<file path="src/rtl/modc_array.sv">
// modc_array: NUM_CH-channel round-robin arbiter feeding one registered
// {i1, i2} output word tagged with its source channel index.
// Optional feature macro: MODC_ARRAY_PARITY_EN adds the registered even-parity
// output o_par (^{o1, o_par} == 0).
module modc_array #(
  parameter  int NUM_CH = 4,
  parameter  int A      = 8,
  parameter  int B      = 9,
  localparam int CHW    = $clog2(NUM_CH)
) (
  input  logic                clk,
  input  logic                rst,
  input  logic [NUM_CH-1:0]   ch_vld,
  output logic [NUM_CH-1:0]   ch_rdy,
  input  logic [NUM_CH*A-1:0] ch_i1,
  input  logic [NUM_CH*B-1:0] ch_i2,
  output logic                o_vld,
  input  logic                o_rdy,
  output logic [A+B-1:0]      o1,
  output logic [CHW-1:0]      o_ch
`ifdef MODC_ARRAY_PARITY_EN
  ,
  output logic                o_par
`endif
);

  // Output register and round-robin pointer
  logic              r_vld;
  logic [A+B-1:0]    r_o1;
  logic [CHW-1:0]    r_ch;
  logic [CHW-1:0]    r_ptr;

  // Arbitration and handshake nets
  logic [NUM_CH-1:0] w_mask;
  logic [NUM_CH-1:0] w_hi;
  logic [NUM_CH-1:0] w_src;
  logic [CHW-1:0]    w_gnt;
  logic              w_any;
  logic              w_load;
  logic              w_xfer;
  logic [A-1:0]      w_i1;
  logic [B-1:0]      w_i2;
  logic [A+B-1:0]    w_word;
  logic [CHW-1:0]    w_ptr_nxt;

  assign w_any  = |ch_vld;
  assign w_load = ~r_vld | o_rdy;
  // No handshake is offered while reset is asserted.
  assign w_xfer = w_load & w_any & ~rst;

  // Mark channels at or above the pointer; these win over wrapped-around ones
  always_comb begin
    w_mask = '0;
    for (int unsigned k = 0; k < NUM_CH; k++) begin
      w_mask[k] = (CHW'(k) >= r_ptr);
    end
  end

  assign w_hi  = ch_vld & w_mask;
  // The rotating search is split into "ptr..top" then "0..ptr-1": if any valid
  // channel sits at or above ptr the lowest of those wins, else the lowest overall.
  assign w_src = (|w_hi) ? w_hi : ch_vld;

  // Pick the lowest set bit of the search vector as the grant
  always_comb begin
    w_gnt = '0;
    for (int unsigned k = NUM_CH; k > 0; k--) begin
      if (w_src[k-1]) begin
        w_gnt = CHW'(k - 1);
      end
    end
  end

  // One-hot ready to the granted channel whenever the output register can load
  always_comb begin
    ch_rdy = '0;
    if (w_xfer) begin
      ch_rdy[w_gnt] = 1'b1;
    end
  end

  assign w_i1      = ch_i1[w_gnt*A +: A];
  assign w_i2      = ch_i2[w_gnt*B +: B];
  assign w_word    = {w_i1, w_i2};
  assign w_ptr_nxt = (w_gnt == CHW'(NUM_CH - 1)) ? '0 : w_gnt + CHW'(1);

  // Output register: load on transfer, drain to invalid when nothing to grant
  always_ff @(posedge clk) begin
    if (rst) begin
      r_vld <= 1'b0;
      r_o1  <= '0;
      r_ch  <= '0;
      r_ptr <= '0;
    end else if (w_load) begin
      if (w_any) begin
        r_vld <= 1'b1;
        r_o1  <= w_word;
        r_ch  <= w_gnt;
        r_ptr <= w_ptr_nxt;
      end else begin
        r_vld <= 1'b0;
      end
    end
  end

  assign o_vld = r_vld;
  assign o1    = r_o1;
  assign o_ch  = r_ch;

`ifdef MODC_ARRAY_PARITY_EN
  logic r_par;

  // Parity bit captured alongside o1 so that {o1, o_par} has even parity
  always_ff @(posedge clk) begin
    if (rst) begin
      r_par <= 1'b0;
    end else if (w_load && w_any) begin
      r_par <= ^w_word;
    end
  end

  assign o_par = r_par;
`endif

endmodule

</file>
<file path="config.mk">
export PLATFORM = sky130hd
export DESIGN_NAME = modc_array
export DESIGN_NICKNAME = d
export VERILOG_FILES = /design/src/rtl/modc_array.sv
export SDC_FILE = /design/constraint.sdc
export NUM_CORES = 1
export LEC_CHECK = 0
export BUFFER_PORTS_ARGS = -buffer_cell sky130_fd_sc_hd__buf_2
export CAP_MARGIN = 15
export CORE_MARGIN = 2
export CORE_UTILIZATION = 42
export DETAILED_ROUTE_END_ITERATION = 16
export PLACE_DENSITY = 0.84
export RECOVER_POWER = 100
export SLEW_MARGIN = 20
export SYNTH_ARGS = -nofsm -noshare
export SYNTH_HDL_FRONTEND = slang
export SYNTH_SLANG_ARGS = --single-unit
</file>
<file path="constraint.sdc">
create_clock -name clk -period 2.53 [get_ports clk]
set_clock_uncertainty 0.1 [all_clocks]
set_input_delay 0.506 -clock clk [delete_from_list [all_inputs] [get_ports clk]]
set_output_delay 0.506 -clock clk [all_outputs]
set_load 0.01 [all_outputs]
</file>
==> results of run 1 <==
## timing repair
action	in CTS	in global routing
pin swaps	0	0
gates resized for setup	1	2
endpoints found under the setup margin	2	3
## critical path, stage by stage, from the launching register on
cell and delay (ns):
dfxtp_4 0.42, a21oi_1 0.07, o21a_1 0.20, o22ai_2 0.23
inv_2 0.10, nor4_1 0.30, clkbuf_1 0.19
## report_power, final
part	leakage (nW)	switching [mW]	internal [mW]
clock network	0.0279	0.112	0.160
logic	0.794	0.235	0.197
registers	0.184	0.0292	0.395
total	1.01	0.376	0.752
## metrics by stage
stage	instance area [um2]	instances	hold slack, ns	setup WS [ns]	total power, mW
floorplan	1510	137	0.381	0.311	0.766
global placement	1970	274	0.347	0.201	0.867
detailed placement	1970	274	0.361	0.138	0.878
CTS	2030	278	0.380	0.0126	1.15
global route	1990	278	0.394	0.0214	1.20
finish	1990	278	0.386	0.109	1.13
## per-layer routing
layer / vias to the layer above / wire, um / track usage (%) / share of wire [%]
met4: 0 / 27 / 4.08 / 0.68
li1: 730 / - / - / -
met1: 669 / 1710 / 22.4 / 43
met3: 2 / 154 / 4.23 / 3.9
met5: - / 0 / 0 / 0
met2: 38 / 2080 / 35.5 / 52
## cells in the mapped netlist
library cell	number	share of area, %
nor2_8	1	1.3
a21o_1	1	0.50
nor3b_1	2	1.0
and2_1	1	0.42
o221a_2	1	0.75
nand2_1	4	1.0
nand3_1	1	0.33
a221oi_1	5	2.9
buf_2	1	0.33
dfxtp_1	22	29
ha_1	2	1.7
nor4_1	2	0.83
o21bai_1	17	8.5
inv_1	2	0.50
nor2_1	2	0.50
buf_1	1	0.25
o21a_1	1	0.50
mux2i_1	34	23
inv_2	1	0.25
o22ai_1	1	0.42
nor4_2	1	0.83
buf_4	1	0.50
nand2_4	1	0.75
mux2_4	1	1.0
buf_12	3	4.0
buf_6	3	2.2
a221oi_2	12	12
a21oi_1	8	2.7
clkbuf_1	2	0.50
a21boi_1	1	0.50
a2bb2oi_2	1	1.0
nand2_2	1	0.42
## registers in the layout, indices dropped and copies added, names as in the netlist
signal,cells
o1,17
o_ch,2
r_ptr,2
o_vld,1
## kinds of logic (layout without fill, tap and decap cells)
| kind of cell | after synthesis | in the layout |
|---|---|---|
| AO/OA/AOI/OAI | 48 | 48 |
| adder cells (fa/ha/maj) | 2 | 2 |
| buffers and inverters | 14 | 109 |
| flip-flops | 22 | 22 |
| multiplexers | 35 | 35 |
| AND/OR/NAND/NOR | 16 | 16 |
## layout make-up
cell class                      instances  area (um2)  share of cell area (%)
Clock buffer                            3        22.5                    1.13
Clock inverter                          1        30.0                    1.51
Inverter                                3        11.3                   0.566
Multi-Input combinational cell        101         933                    46.9
Sequential cell                        22         444                    22.3
Tap cell                               46        57.6                    2.89
Timing Repair Buffer                  102         492                    24.7
## path summary, 6_finish.rpt
| kind | from | to | cells after the start | slack, ns |
|---|---|---|---|---|
| min reg2reg | o_ch[0]$_SDFFE_PP0P_ | o_ch[0]$_SDFFE_PP0P_ | 2 | 0.39 |
| max reg2reg | r_ptr[1]$_SDFFE_PP0P_ | o1[5]$_SDFFE_PP0P_ | 6 | 0.59 |
| min | o_ch[0]$_SDFFE_PP0P_ | o_ch[0]$_SDFFE_PP0P_ | 2 | 0.39 |
| max | r_ptr[1]$_SDFFE_PP0P_ | ch_rdy[1] | 6 | 0.11 |
==> reports/results.tsv, run 1 <==
metric	value	unit
Netlist Area Pre-Place	1510	um2
final WL	3980	um
commonest cells after routing, fill and taps aside	buf_2 (73), mux2i_1 (34), clkbuf_1 (23)	
vias in the first global route	1388	
largest net degree at the start of global routing	35	
unrepaired setup endpoints after global routing	false	
Crit Path Max Fanout	7	
Vias/cell	5.18	
Synth Area in Adders	1.66	%
static leakage	1.01	nW
Worst-Skew Late Latency	0.31	ns
drt pass-1 iters	7	
Antenna Cells	0	
synthesized area per cell	11.0	um2
Clock transition at path regs	0.14	ns
Slew headroom	55.9	%
vias	1439	
Mapped Nets	214	
number of port buffers	98	
TritonCTS clock tree	done	
FMAX	413	MHz
arrival time worst endpoint	1.81	ns
GP Congestion	0.765	
clk buf depth	2	
area grow syn2layout	32.0	%
post-synthesis xor/xnor area fraction	0	%
Gate Count Post-Synth	137	
worst endpoint required time	1.92	ns
DIE AREA	4090	um2
Compound-Gate Fraction of Synth Area	29.6	%
GR Overflow Total	0	
Yosys cell types	32	
first-pass GRT wire length	6240	um
Fillers	326	
Fin. Hold Viols	0	
Seq/Total Area, Yosys	29.2	%
Pins Over Slew Limit	0	
root buffer cell	clkbuf_4	
share of layout cells above drive strength 1	45.3	%
Setup-failing EPs final	0	
Horiz. Die Dim	63.9	um
Tightest Hold Check Type	reg2reg	
crit path kind	reg2out	
antenna violations before repair	0	
period utilisation layout	95.7	%
row cnt	21	
H-tree depth	1	
min Tclk post-route	2.42	ns
DRT antenna net count	0	
Core Region	3390	um2
DRT iter0 DRCs	56	
per-cell routed wire length	14.3	um
maximum vdd drop	0.543	mV
# IOs	99	
Post-Synth Simple-Gate Area	7.39	%
largest family of logic cells by synthesized area	compound AO/OA/AOI/OAI gates	
Critical Path End Type	output port	
crit start category	register	
initial core utilization	44.5	%
flops & latches, synth	22	
post-synthesis mux area share	23.6	%
GRT Total Usage	19.2	%
Hold Buf Count CTS	0	
number of buffers created by CTS	3	
final setup TNS	0	ns
final net count	310	
Cell Pwr Density	567	nW/um2
max_cap viols	0	
DRC viols	0	
run status	finished clean	
commonest non-fill, non-tap cell in the layout	buf_2	
clock sink count	22	
Yosys warnings	0	
Die H	63.9	um
Final Util	58.7	%
setup bufs post-CTS	0	
worst-margin pin slew	0.655	ns
HPWL reported at the end of detailed placement	2940	um
(Power assumes the default switching activity.)
==> inputs of run 2 (changes only) <==
- CORE_ASPECT_RATIO: unset -> 0.75
- CTS_CLUSTER_DIAMETER: unset -> 60
==> run 2 against run 1 <==
Non-clock buffer count fell by 1. Final area decreased by 3.1%. Largest cell class unchanged. Critical endpoint is now ch_rdy[2]. Sequential share of layout area is 0.59 points higher. Critical path type unchanged.
==> reports/results.tsv, run 2 (synthesis gave the netlist of run 1 again) <==
metric	value	unit	change
run status	finished clean		unchanged
Horiz. Die Dim	73.2	um	was 63.9 um
final WL	3650	um	was 3980 um
period utilisation layout	92.3	%	was 95.7%
share of layout cells above drive strength 1	40.7	%	was 45.3%
sw power	0.350	mW	was 0.376 mW
Pins Over Slew Limit	0		unchanged
fin area	1930	um2	was 1990 um2
Clock transition at path regs	0.08	ns	was 0.14 ns
vias	1427		was 1439
# IOs	99		unchanged
max incr delay on CP	0.41	ns	was 0.42 ns
Crit path max-delay family	compound AO/OA/AOI/OAI gates		unchanged
Die H	55.9	um	was 63.9 um
Crit Path Max Fanout	7		unchanged
final net count	309		was 310
CP max stage cell	dfxtp_2		was dfxtp_4
Comb pwr share	38.0	%	was 38.3%
clock sink count	22		unchanged
antenna violations before repair	0		unchanged
Critical Path End Type	output port		unchanged
GR Overflow Total	0		unchanged
clk buf depth	2		unchanged
Area after DPL	1960	um2	was 1970 um2
FMAX	428	MHz	was 413 MHz
Fillers	316		was 326
row cnt	18		was 21
GP Congestion	0.825		was 0.765
per-cell routed wire length	13.5	um	was 14.3 um
crit start category	register		unchanged
crit path kind	reg2out		unchanged
Fin. Hold Viols	0		unchanged
Setup-failing EPs final	0		unchanged
Largest register FFs	17		unchanged
first-pass GRT wire length	6000	um	was 6240 um
Worst-Skew Late Latency	0.25	ns	was 0.31 ns
Antenna Cells	0		unchanged
Hold Slack	0.371	ns	was 0.386 ns
Slew headroom	37.2	%	was 55.9%
DRC viols	0		unchanged
Sequential Power Share	39.4	%	was 37.6%
final setup TNS	0	ns	unchanged
H-tree depth	1		unchanged
HP Start	o_ch[0]$_SDFFE_PP0P_		unchanged
worst-path cell chain	a21oi_1 -> o21a_1 -> o22ai_2 -> inv_2 -> ha_1 -> nor3b_1 -> buf_2		was a21oi_1 -> o21a_1 -> o22ai_2 -> inv_2 -> nor4_1 -> clkbuf_1
Internal Power	0.723	mW	was 0.752 mW
DRT antenna net count	0		unchanged
setup bufs post-CTS	0		unchanged
Critical path origin	r_ptr[1]$_SDFFE_PP0P_		unchanged
max_cap viols	0		unchanged
root buffer cell	clkbuf_8		was clkbuf_4
Core Region	3360	um2	was 3390 um2
number of buffers created by CTS	3		unchanged
Hold Buf Count CTS	0		unchanged
Tightest Hold Check Type	reg2reg		unchanged
largest net degree at the start of global routing	35		unchanged
worst endpoint required time	1.92	ns	about the same
Clock power frac	22.6	%	was 24.1%
arrival time worst endpoint	1.73	ns	was 1.81 ns
drt pass-1 iters	4		was 7
HPWL reported at the end of detailed placement	2800	um	was 2940 um
Vias/cell	5.27		was 5.18
worst path bufs/invs	2		unchanged
DRT iter0 DRCs	41		was 56
worst flop-to-flop path startpoint	r_ptr[1]$_SDFFE_PP0P_		unchanged
commonest cells after routing, fill and taps aside	buf_2 (76), mux2i_1 (34), clkbuf_1 (23)		was buf_2 (73), mux2i_1 (34), clkbuf_1 (23)
number of port buffers	98		unchanged
switching share of power	32.6	%	was 33.3%
area grow syn2layout	27.9	%	was 32.0%
maximum vdd drop	0.386	mV	was 0.543 mV
GRT Total Usage	18.5	%	was 19.2%
DIE AREA	4090	um2	about the same
worst-margin pin slew	0.943	ns	was 0.655 ns
TritonCTS clock tree	done		unchanged
Cell Pwr Density	557	nW/um2	was 567 nW/um2
initial core utilization	44.9	%	was 44.5%
unrepaired setup endpoints after global routing	false		unchanged
min Tclk post-route	2.34	ns	was 2.42 ns
# resized after CTS	0		was 1
vias in the first global route	1378		was 1388
static leakage	0.984	nW	was 1.01 nW
commonest non-fill, non-tap cell in the layout	buf_2		unchanged
run 2: area by class of cell:
cell class | count | area, um2 | area share [%]
clock buffers | 4 | 55.1 | 2.86
inverters | 3 | 11.3 | 0.584
multi-input cells | 101 | 888 | 46.1
flip-flops and latches | 22 | 442 | 22.9
well taps | 40 | 50.0 | 2.60
repair buffers | 101 | 482 | 25.0
run 2: path summary, 6_finish.rpt:
path	endpoint	slack, ns	depth (start not counted)
worst max-delay path	ch_rdy[2]	0.19	7
worst min-delay path	o_ch[0]$_SDFFE_PP0P_	0.37	2
worst max register to register	o1[0]$_SDFFE_PP0P_	0.26	6
worst min register to register	o_ch[0]$_SDFFE_PP0P_	0.37	2
run 2: worst reg2reg max path, delay by kind of cell, from the launching register on:
family	cells	cell delay (ns)
buffers and inverters	1	0.73
AO/OA/AOI/OAI	3	0.60
flip-flops	1	0.41
multiplexers	1	0.23
AND/OR/NAND/NOR	1	0.09
run 2: layer usage:
| metal | vias to the layer above | routed length, um | track usage, % |
|---|---|---|---|
| met1 | 642 | 1640 | 21.9 |
| met5 | - | 0 | 0 |
| met2 | 61 | 1670 | 33.1 |
| met4 | 0 | 16 | 2.38 |
| met3 | 2 | 323 | 5.80 |
| li1 | 722 | - | - |
run 2: through the flow:
stage | total power [mW] | util (%) | setup slack, ns | std cells
floorplan | 0.766 | - | 0.311 | 137
global placement | 0.864 | 58.3 | 0.198 | 267
detailed placement | 0.876 | 58.3 | 0.133 | 267
CTS | 1.12 | 60.0 | 0.0109 | 271
global route | 1.15 | 57.5 | 0.0606 | 271
finish | 1.07 | 57.5 | 0.194 | 271
run 2: power by group through the flow:
stage	Clock [mW]	Sequential (mW)	Combinational, mW
floorplan	0	0.448	0.318
global placement	0	0.427	0.437
detailed placement	0	0.427	0.449
CTS	0.255	0.420	0.448
global route	0.266	0.428	0.454
finish	0.243	0.423	0.407
